## src/rtl/fir_ctrl_pkg.sv

```systemverilog
// Shared constants and types for the FIR coefficient sequencer.
//   DW        sample / coefficient width (two's complement)
//   N_UNIQ    unique coefficients of the symmetric 11-tap FIR
//   LATENCY   FIR valid-pipeline depth, input acceptance to o_valid
//   state_t   sequencer states
//   def_coeff default coefficient for a slot (0 beyond the table)
package fir_ctrl_pkg;

   localparam int DW      = 18;
   localparam int N_UNIQ  = 6;
   localparam int LATENCY = 12;

   localparam int DEF_COEFF [N_UNIQ] = '{88, 0, -97, -197, -294, -380};

   typedef enum logic [1:0] {
      IDLE  = 2'd0,
      DRAIN = 2'd1,
      SWAP  = 2'd2
   } state_t;

   function automatic int def_coeff(input int k);
      if (k >= 0 && k < N_UNIQ) return DEF_COEFF[k];
      return 0;
   endfunction

endpackage

```

## src/rtl/fir_coeff_bank.sv

```systemverilog
// Shadow and active coefficient register banks.
//   clk, reset    clock, async active-high reset (both banks to defaults)
//   wr_en         write shadow[wr_index] with wr_data (index pre-validated)
//   swap          copy the whole shadow bank into the active bank
//   coeff_active  flattened active bank, slot k at [k*DW +: DW]
module fir_coeff_bank #(
   parameter int DW     = fir_ctrl_pkg::DW,
   parameter int N_UNIQ = fir_ctrl_pkg::N_UNIQ,
   parameter int IDXW   = 3
) (
   input  logic                 clk,
   input  logic                 reset,
   input  logic                 wr_en,
   input  logic [IDXW-1:0]      wr_index,
   input  logic [DW-1:0]        wr_data,
   input  logic                 swap,
   output logic [N_UNIQ*DW-1:0] coeff_active
);
   import fir_ctrl_pkg::*;

   logic [DW-1:0] shadow [N_UNIQ];
   logic [DW-1:0] active [N_UNIQ];

   always_ff @(posedge clk or posedge reset) begin
      if (reset) begin
         for (int k = 0; k < N_UNIQ; k++) begin
            shadow[k] <= DW'(def_coeff(k));
            active[k] <= DW'(def_coeff(k));
         end
      end else begin
         for (int k = 0; k < N_UNIQ; k++) begin
            if (wr_en && wr_index == IDXW'(k)) shadow[k] <= wr_data;
            if (swap) active[k] <= shadow[k];
         end
      end
   end

   for (genvar g = 0; g < N_UNIQ; g++) begin : g_flat
      assign coeff_active[g*DW +: DW] = active[g];
   end

endmodule

```

## src/rtl/fir_coeff_sequencer.sv

```systemverilog
// Run-time coefficient controller and sample gatekeeper for the symmetric
// 11-tap FIR. Writes land in a shadow bank; a commit blocks new samples,
// waits LATENCY cycles for in-flight samples to leave the FIR, then swaps
// shadow into active in a single cycle.
//   cfg_valid/cfg_ready/cfg_index/cfg_data  coefficient write port
//   cfg_commit    request to activate the shadow bank (sampled in IDLE)
//   commit_done   one-cycle pulse in SWAP
//   cfg_err       sticky out-of-range write flag, cleared by SWAP
//   busy          high in DRAIN or SWAP
//   s_valid/s_ready/s_data                  upstream sample stream
//   fir_clk_ena, fir_i_valid, fir_i_in      FIR input side
//   coeff_active  active coefficients, slot k at [k*DW +: DW]
//
// state | meaning
// IDLE  | samples and writes accepted, commit sampled
// DRAIN | input held off while FIR pipeline empties (LATENCY cycles)
// SWAP  | shadow copied to active on closing edge, commit_done high
module fir_coeff_sequencer #(
   parameter int DW      = fir_ctrl_pkg::DW,
   parameter int N_UNIQ  = fir_ctrl_pkg::N_UNIQ,
   parameter int IDXW    = 3,
   parameter int LATENCY = fir_ctrl_pkg::LATENCY
) (
   input  logic                 clk,
   input  logic                 reset,
   input  logic                 cfg_valid,
   output logic                 cfg_ready,
   input  logic [IDXW-1:0]      cfg_index,
   input  logic [DW-1:0]        cfg_data,
   input  logic                 cfg_commit,
   output logic                 commit_done,
   output logic                 cfg_err,
   output logic                 busy,
   input  logic                 s_valid,
   output logic                 s_ready,
   input  logic [DW-1:0]        s_data,
   output logic                 fir_clk_ena,
   output logic                 fir_i_valid,
   output logic [DW-1:0]        fir_i_in,
   output logic [N_UNIQ*DW-1:0] coeff_active
);
   import fir_ctrl_pkg::*;

   localparam int CW = $clog2(LATENCY + 1);
   localparam logic [IDXW:0] IDX_LIM = (IDXW+1)'(N_UNIQ);

   state_t        state;
   logic [CW-1:0] drain_cnt;
   logic          cfg_hs;
   logic          idx_ok;
   logic          wr_en;
   logic          swap;

   assign cfg_hs      = cfg_valid & cfg_ready;
   assign idx_ok      = ({1'b0, cfg_index} < IDX_LIM);
   assign wr_en       = cfg_hs & idx_ok;
   assign swap        = (state == SWAP);
   assign fir_i_valid = s_valid & s_ready;
   assign fir_i_in    = s_data;

   always_ff @(posedge clk or posedge reset) begin
      if (reset) begin
         state       <= IDLE;
         drain_cnt   <= '0;
         s_ready     <= 1'b1;
         cfg_ready   <= 1'b1;
         busy        <= 1'b0;
         commit_done <= 1'b0;
         cfg_err     <= 1'b0;
         fir_clk_ena <= 1'b0;
      end else begin
         fir_clk_ena <= 1'b1;
         commit_done <= 1'b0;
         case (state)
            IDLE: begin
               if (cfg_hs && !idx_ok) cfg_err <= 1'b1;
               if (cfg_commit) begin
                  state     <= DRAIN;
                  drain_cnt <= CW'(LATENCY);
                  s_ready   <= 1'b0;
                  cfg_ready <= 1'b0;
                  busy      <= 1'b1;
               end
            end
            DRAIN: begin
               drain_cnt <= drain_cnt - CW'(1);
               // Terminal count 1 so DRAIN spans exactly LATENCY cycles.
               if (drain_cnt == CW'(1)) begin
                  state       <= SWAP;
                  commit_done <= 1'b1;
               end
            end
            SWAP: begin
               state     <= IDLE;
               drain_cnt <= '0;
               cfg_err   <= 1'b0;
               s_ready   <= 1'b1;
               cfg_ready <= 1'b1;
               busy      <= 1'b0;
            end
            default: state <= IDLE;
         endcase
      end
   end

   fir_coeff_bank #(
      .DW     (DW),
      .N_UNIQ (N_UNIQ),
      .IDXW   (IDXW)
   ) u_bank (
      .clk          (clk),
      .reset        (reset),
      .wr_en        (wr_en),
      .wr_index     (cfg_index),
      .wr_data      (cfg_data),
      .swap         (swap),
      .coeff_active (coeff_active)
   );

endmodule

```

## config.mk

```make
export PLATFORM = sky130hd
export DESIGN_NAME = fir_coeff_sequencer
export DESIGN_NICKNAME = d
export VERILOG_FILES = /design/src/rtl/fir_ctrl_pkg.sv /design/src/rtl/fir_coeff_bank.sv /design/src/rtl/fir_coeff_sequencer.sv
export SDC_FILE = /design/constraint.sdc
export NUM_CORES = 1
export LEC_CHECK = 0
export ABC_AREA = 1
export CAP_MARGIN = 25
export CORE_ASPECT_RATIO = 0.7
export CORE_MARGIN = 2
export CORE_UTILIZATION = 40
export DETAILED_ROUTE_END_ITERATION = 6
export SETUP_SLACK_MARGIN = 0.05
export SLEW_MARGIN = 15
export SYNTH_ARGS = -nofsm -noshare
export SYNTH_HDL_FRONTEND = slang
export SYNTH_SLANG_ARGS = --single-unit
```

## constraint.sdc

```tcl
create_clock -name clk -period 16.5 [get_ports clk]
set_input_delay 2.475 -clock clk [delete_from_list [all_inputs] [get_ports clk]]
set_output_delay 2.475 -clock clk [all_outputs]
set_load 0.01 [all_outputs]
```

==> results of run 1 <==
## placed cells by master, fill, tap and decap left out
cell	netlist	final
a31oi_1	2	2
clkbuf_8	0	6
a31o_2	1	1
clkbuf_16	0	23
inv_1	34	33
clkdlybuf4s50_1	0	140
nand4_1	1	1
nand3_1	4	4
o21ai_1	25	25
dfrtp_1	108	108
dfstp_2	119	119
conb_1	1	1
nand2_2	7	7
bufinv_16	0	1
nor2_2	2	2
ha_4	0	1
ha_1	5	4
a21oi_1	3	3
nor2_4	1	1
clkinvlp_4	0	1
inv_8	0	1
clkbuf_1	10	5
nor2_1	9	9
inv_4	0	1
nand2_1	447	447
clkinv_2	0	4
buf_4	19	4
o21ai_0	90	90
## area by class of cell
cell class	count	area, sq um
well taps	282	353
flip-flops and latches	227	5830
fillers	2027	10700
repair buffers	144	1430
clock buffers	34	677
multi-input cells	598	2500
inverters	35	140
clock inverters	6	58.8
## sequential cells by signal, indices dropped and copies added, names as in the netlist
| name | cells |
|---|---|
| u_bank.shadow | 108 |
| u_bank.coeff_active | 108 |
| drain_cnt | 4 |
| fir_clk_ena | 1 |
| cfg_err | 1 |
| busy | 1 |
| state | 2 |
| commit_done | 1 |
| s_ready | 1 |
## power by group
| part | switching (mW) | internal, mW | leakage (nW) |
|---|---|---|---|
| Combinational | 0.339 | 0.307 | 2.18 |
| Clock | 0.211 | 0.299 | 0.363 |
| Sequential | 0.142 | 0.887 | 2.62 |
## worst paths after layout
kind / endpoint / cells past startpoint / from / slack, ns
hold reg to reg: u_bank.coeff_active[65] / 2 / u_bank.shadow[47] / 0.46
hold / removal: u_bank.coeff_active[65] / 2 / u_bank.shadow[47] / 0.46
max in group asynchronous: u_bank.shadow[106] / 3 / reset / 12.62
min in group asynchronous: u_bank.coeff_active[25] / 2 / reset / 2.52
setup reg to reg: cfg_err / 6 / state[0] / 13.89
setup / recovery: fir_i_valid / 4 / s_valid / 10.48
## through the flow
step	instances	utilization (%)
4_1_cts	1326	50.7
3_5_place_dp	1286	47.3
2_1_floorplan	921	-
5_1_grt	1326	50.7
3_3_place_gp	1286	47.3
6_report	1326	50.7
## cells in the mapped netlist
cell type / n / area share, %
nand2_1: 447 / 19
dfstp_2: 119 / 35
dfrtp_1: 108 / 31
o21ai_0: 90 / 5.1
inv_1: 34 / 1.4
buf_2: 25 / 1.4
o21ai_1: 25 / 1.4
buf_4: 19 / 1.6
clkbuf_1: 10 / 0.43
nor2_1: 9 / 0.38
buf_6: 7 / 0.89
nand2_2: 7 / 0.50
ha_1: 5 / 0.71
nand3_1: 4 / 0.23
a21oi_1: 3 / 0.17
a31oi_1: 2 / 0.14
nor2_2: 2 / 0.14
a31o_2: 1 / 0.099
conb_1: 1 / 0.042
inv_2: 1 / 0.042
nand4_1: 1 / 0.071
nor2_4: 1 / 0.13
## routing by layer
metal  wire (um)  up-vias
li1            -     3071
met1       11000     3071
met2        8820      169
met3        1200       22
met4         259        0
met5           0        -
## kinds of logic (layout without fill, tap and decap cells)
| logic type | after synthesis | after routing | share of synthesized area (%) |
|---|---|---|---|
| adder cells (fa/ha/maj) | 5 | 5 | 0.709 |
| buffers and inverters | 96 | 219 | 5.84 |
| flip-flops | 227 | 227 | 66.0 |
| other | 1 | 1 | 0.0425 |
| AO/OA/AOI/OAI | 121 | 121 | 6.93 |
| AND/OR/NAND/NOR | 471 | 471 | 20.5 |
## worst min-delay path: stages, from the launching register on
cell	delay, ns
dfstp_2	0.37
nand2_1	0.05
nand2_1	0.05
==> results.toml, run 1 <==
[power_and_ir_drop]
vdd_drop_max_mv = 0.0752
p_leak_nw = 5.16
powerDensity_mw_per_mm2 = 199
power.total_mw = 2.18

[timing]
slew_headroom_pct = 36.5
finClkSkew_ns = 0.0174
fin_tns_setup_ns = 0
fin_crit_sh_pct = 36.5
slew_violations = 0
fin_crit_ns = 6.02
setup_viol = 0
rsz0062_at_grt = "no"
fin_ws_ns = 10.48
max_freq_ghz = 0.166
tightest_slew_ns = 0.952
finalHoldViolations = 0
whs_ns = 0.459

[finish]
nets = 1077
area_growth_pct = 24.4
layout-drive-gt1-share_pct = 16.5
fin_area_sq_mm = 0.0110
diodes = 0

[clock_network]
clock_sinks = 227
cts_tree = "built"
htree_levels = 1
cts_root_buf = "clkbuf_16"
cts_buffers = 22
post_cts_resized = 0
hold_buffers = 0
clock_latency_ns = 0.50
clk_pin_slew_worst_paths_ns = 0.06
cts_setup_buffers = 0
cts.path.max_buffers = 3

[worst_setup_path]
cp.required_ns = 14.03
critical_path.max_fanout = 1
critical-path-top-delay-family = "buffers and inverters"
critPathSlowestCell = "clkdlybuf4s50_1"
end_kind = "output port"
cp_num_buf_inv = 3
critical_path_arrival_ns = 3.55
critPathLaunchType = "input pin"
crit_path_cell_trace = "clkdlybuf4s50_1, nand2_1, inv_1, clkdlybuf4s50_1"
cpPeakStageDelay_ns = 0.52
path_common_cell = "clkdlybuf4s50_1"
criticalPathCategory = "in -> out"

[global_routing]
use_met1_pct = 29.1
grt_max_degree = 105
busiest_layer = "met1"
antenna_found_initial = 0
groute.layer.met3.usage_pct = 4.12
grt_pass1_vias = 6060
grt.overflow.total = 0
grtUsageTotal_pct = 18.7
grt_pass1_wl_um = 34200
grt_util_met2_pct = 26.9

[floorplan]
die_height_um = 128
rows = 45
core_sq_mm = 0.0217
die_w_um = 182
ios = 177
die-area_sq_mm = 0.0233
start_util_pct = 40.7

[logic_synthesis]
yosysUniqueCellTypes = 22
syn_area_sq_mm = 0.00883
syn_nets = 970
seq_area_frac_synth_pct = 66.0
ys_warn_count = 0
synthCells = 921
ys_ff_latch = 227
syn_area_per_cell_sq_um = 9.59

[route]
drtPass1Iterations = 6
drc = 0
drt_iter0_drc = 506
vias = 6333
antenna_left = 0
routed_via_density = 4.78
post_drt_wl_per_cell_um = 16.0
routed_wl_um = 21200

[placed_design]
io_buffers = 140
place_ws_ns = 10.48
gp_congestion = 0.753
dpl_cell_area_sq_mm = 0.0102
dp_hpwl_um = 13000

[min_path]
min_path_type = "reg -> reg"

[outcome]
status = "finished clean"

[flow_run]
maxCapViolations = 0
Note: power is estimated with default switching activity, not from simulation.
==> inputs of run 2 (changes only) <==
==> constraint.sdc (replaced) <==
create_clock -name clk -period 6.15 [get_ports clk]
set_input_delay 0.9225 -clock clk [delete_from_list [all_inputs] [get_ports clk]]
set_output_delay 0.9225 -clock clk [all_outputs]
set_load 0.01 [all_outputs]
==> results.toml, run 2 (synthesized netlist as in run 1, its figures left out) <==
[timing]
rsz0062_at_grt = "no"
slew_headroom_pct = 31.8
fin_crit_sh_pct = 47.3
fin_tns_setup_ns = 0
setup_viol = 0
tightest_slew_ns = 1.02
slew_violations = 0
fin_crit_ns = 2.91
finalHoldViolations = 0
finClkSkew_ns = 0.0155
max_freq_ghz = 0.344

[clock_network]
clock_sinks = 227
post_cts_resized = 0
cts_setup_buffers = 0
cts_tree = "built"
cts_root_buf = "clkbuf_16"
htree_levels = 1
clk_pin_slew_worst_paths_ns = 0.06
cts.path.max_buffers = 3
clock_latency_ns = 0.51
hold_buffers = 0
cts_buffers = 23

[floorplan]
rows = 45
die_w_um = 182
die_height_um = 128
core_sq_mm = 0.0217
die-area_sq_mm = 0.0233
start_util_pct = 40.7
ios = 177

[worst_setup_path]
crit_start = "s_valid"
path_common_cell = "clkdlybuf4s50_1"
crit_path_cell_trace = "clkdlybuf4s50_1, nand2_1, inv_1, clkdlybuf4s50_1"
critPathLaunchType = "input pin"
worst_r2r_path_depth = 6
cpPeakStageDelay_ns = 0.52
critical-path-top-delay-family = "buffers and inverters"
rrSetupSlack_ns = 4.03
r2r_end = "u_bank.coeff_active[38]"
cp_num_buf_inv = 3
critical_path.max_fanout = 1
critPathSlowestCell = "clkdlybuf4s50_1"
criticalPathCategory = "in -> out"
end_kind = "output port"
reg2reg_from = "state[0]"
critical_path_arrival_ns = 1.99
cp.required_ns = 5.23

[route]
drc = 0
drtPass1Iterations = 5
antenna_left = 0
routed_wl_um = 21100
post_drt_wl_per_cell_um = 15.9
routed_via_density = 4.76
vias = 6327
drt_iter0_drc = 400

[min_path]
min_from = "u_bank.shadow[16]"
whs_path_depth = 2
min_path_type = "reg -> reg"
holdPathEnd = "u_bank.coeff_active[106]"

[finish]
layout_commonest_cell = "nand2_1"
layout-drive-gt1-share_pct = 16.3
area_growth_pct = 24.2
final_cell_mix = "nand2_1, clkdlybuf4s50_1, dfstp_2, dfrtp_1, o21ai_0"
final_cells = 1328
nets = 1078
diodes = 0

[power_and_ir_drop]
p_leak_nw = 5.15
powerDensity_mw_per_mm2 = 531
vdd_drop_max_mv = 0.252

[global_routing]
antenna_found_initial = 0
grtUsageTotal_pct = 18.6
grt_pass1_vias = 6081
grt.overflow.total = 0
grt_pass1_wl_um = 34200
grt_max_degree = 180

[placed_design]
dp.cells = 1286
dp_hpwl_um = 12900
gp_congestion = 0.742
io_buffers = 140

[outcome]
status = "finished clean"

[flow_run]
maxCapViolations = 0
run 2: how the worst max path moves through the flow:
stage	endpoint	depth (start not counted)
floorplan	busy	1
global placement	fir_i_valid	4
detailed placement	fir_clk_ena	4
CTS	fir_i_valid	4
global route	fir_i_valid	4
finish	fir_i_valid	4
run 2: layer usage:
| layer | GRT usage, % | share of wire (%) | vias to the layer above |
|---|---|---|---|
| li1 | - | - | 3065 |
| met1 | 29.3 | 52 | 3062 |
| met2 | 26.6 | 41 | 171 |
| met3 | 3.61 | 5.5 | 29 |
| met4 | 3.83 | 1.7 | 0 |
| met5 | 0 | 0 | - |
run 2: tightest hold or removal path: stages, from the launching register on:
cell and delay [ns]:
dfstp_2 0.36, nand2_1 0.05, nand2_1 0.04
run 2: metrics by stage:
step           instance area (sq um)  utilization [%]  hold WS (ns)  power (mW)  setup slack [ns]
6_report                       11000             50.6         0.458        5.83              3.24
5_1_grt                        11000             50.6         0.475        6.25              3.20
4_1_cts                        11000             50.6         0.457        5.90              3.24
3_5_place_dp                   10300             47.3         0.451        4.54              3.24
3_3_place_gp                   10300             47.3         0.448        4.49              3.22
2_1_floorplan                   8830                -         0.439        3.68              2.36
run 2: layout make-up:
class / count / area (sq um)
clock buffer: 36 / 676
multi-input combinational: 598 / 2500
fill: 2019 / 10700
sequential: 227 / 5830
clock inverter: 6 / 33.8
tap: 282 / 353
inverter: 35 / 138
timing repair buffer: 144 / 1440
run 2: report_power, final:
part	total [mW]	leakage (nW)	internal [mW]	switching (mW)
Combinational	1.74	2.18	0.825	0.916
Clock	1.32	0.352	0.756	0.565
Sequential	2.77	2.62	2.38	0.383
==> inputs of run 3 (changes only) <==
==> constraint.sdc (replaced) <==
create_clock -name clk -period 2.8 [get_ports clk]
set_input_delay 0.42 -clock clk [delete_from_list [all_inputs] [get_ports clk]]
set_output_delay 0.42 -clock clk [all_outputs]
set_load 0.01 [all_outputs]
==> results.toml, run 3 (synthesized netlist as in run 1, its figures left out) <==
[power_and_ir_drop]
p_seq_share_pct = 47.7
vdd_drop_max_mv = 0.466
powerDensity_mw_per_mm2 = 1150
combinationalPowerShare_pct = 30.1
switching_share_pct = 32.1
p_leak_nw = 5.20
p_switching_mw = 4.10
internal-power_mw = 8.67
clockPowerShare_pct = 22.2

[timing]
tightest_slew_ns = 0.659
rsz0062_at_grt = "no"
setup_viol = 0
fin_crit_ns = 2.10
slew_violations = 0
fin_crit_sh_pct = 75.1
finalHoldViolations = 0
slew_headroom_pct = 55.9
max_freq_ghz = 0.475
fin_tns_setup_ns = 0
finClkSkew_ns = 0.0198

[floorplan]
die_w_um = 182
start_util_pct = 40.7
rows = 45
ios = 177
die-area_sq_mm = 0.0233
core_sq_mm = 0.0217
die_height_um = 128

[clock_network]
cts_root_buf = "clkbuf_16"
cts_buffers = 23
cts_tree = "built"
hold_buffers = 0
cts.path.max_buffers = 3
clock_sinks = 227
clock_latency_ns = 0.51
htree_levels = 1
clk_pin_slew_worst_paths_ns = 0.06
cts_setup_buffers = 0
post_cts_resized = 0

[worst_setup_path]
end_kind = "output port"
cp_num_buf_inv = 2
critPathSlowestCell = "dfstp_2"
critical_path_arrival_ns = 1.68
criticalPathCategory = "reg -> out"
crit_path_cell_trace = "nand2_1, inv_1, clkdlybuf4s50_1"
cpPeakStageDelay_ns = 0.57
critical_path.max_fanout = 5
critPathLaunchType = "flip-flop"
rrSetupSlack_ns = 1.12
critical-path-top-delay-family = "flip-flops"
cp.required_ns = 2.38

[global_routing]
antenna_found_initial = 0
grt_pass1_wl_um = 34100
grt.overflow.total = 0
grt_pass1_vias = 5999
grt_max_degree = 113
grtUsageTotal_pct = 18.7

[finish]
fillers = 2010
layout_commonest_cell = "nand2_1"
diodes = 0
multi_input_area_sq_mm = 0.00250
fin_area_sq_mm = 0.0111
layout-drive-gt1-share_pct = 16.7
area_growth_pct = 25.3
final_cell_mix = "nand2_1, clkdlybuf4s50_1, dfstp_2, dfrtp_1, o21ai_0"
nets = 1085
utilization_pct = 51.0
seq_area_sq_mm = 0.00583

[placed_design]
dp_hpwl_um = 13400
dpl_cell_area_sq_mm = 0.0104
io_buffers = 140
gp_congestion = 0.745

[route]
drc = 0
vias = 6260
routed_wl_um = 21200
drtPass1Iterations = 5
antenna_left = 0
post_drt_wl_per_cell_um = 15.9
drt_iter0_drc = 452
routed_via_density = 4.69

[min_path]
min_path_type = "in -> async"

[flow_run]
maxCapViolations = 0

[outcome]
status = "finished clean"
run 3: cell count changes in the layout (fill, tap and decap cells not counted), sizes merged:
cell    delta
inv        +1
buf        +7
clkbuf     -1
run 3: per-stage QoR:
step	cells	hold WS, ns	setup slack, ns	total power [mW]
2_1_floorplan	921	0.439	-0.489	8.09
3_3_place_gp	1293	0.448	0.775	9.92
3_5_place_dp	1293	0.447	0.742	10.0
4_1_cts	1335	0.368	0.669	12.9
5_1_grt	1335	0.378	0.620	13.7
6_report	1335	0.352	0.697	12.8
run 3: cell type report:
| cell class | instances | share of cell area [%] |
|---|---|---|
| sequential | 227 | 52.7 |
| clock inverter | 7 | 0.407 |
| clock buffer | 35 | 5.79 |
| tap | 282 | 3.19 |
| timing repair buffer | 151 | 14.1 |
| inverter | 35 | 1.24 |
| multi-input combinational | 598 | 22.6 |
run 3: routing by layer:
metal	up-vias	track usage, %	part of all wire [%]
li1	3087	-	-
met1	3013	29.5	53
met2	136	26.9	41
met3	24	3.35	4.1
met4	0	3.49	1.7
met5	-	0	0
run 3: power groups by stage:
| stage | Sequential, mW | Clock [mW] | Combinational [mW] |
|---|---|---|---|
| after floorplan | 6.18 | 0 | 1.91 |
| after global placement | 6.12 | 0 | 3.80 |
| after detailed placement | 6.11 | 0 | 3.89 |
| after CTS | 6.09 | 2.90 | 3.91 |
| after global routing | 6.28 | 3.04 | 4.36 |
| final | 6.09 | 2.84 | 3.84 |
run 3: final timing paths:
kind,from,to,cells after the start
setup / recovery,s_ready,fir_i_valid,3
hold / removal,reset,u_bank.coeff_active[26],2
setup reg to reg,s_ready,u_bank.shadow[45],4
hold reg to reg,u_bank.shadow[47],u_bank.coeff_active[65],2
max in group asynchronous,reset,u_bank.coeff_active[6],3
min in group clk,u_bank.shadow[47],u_bank.coeff_active[65],2
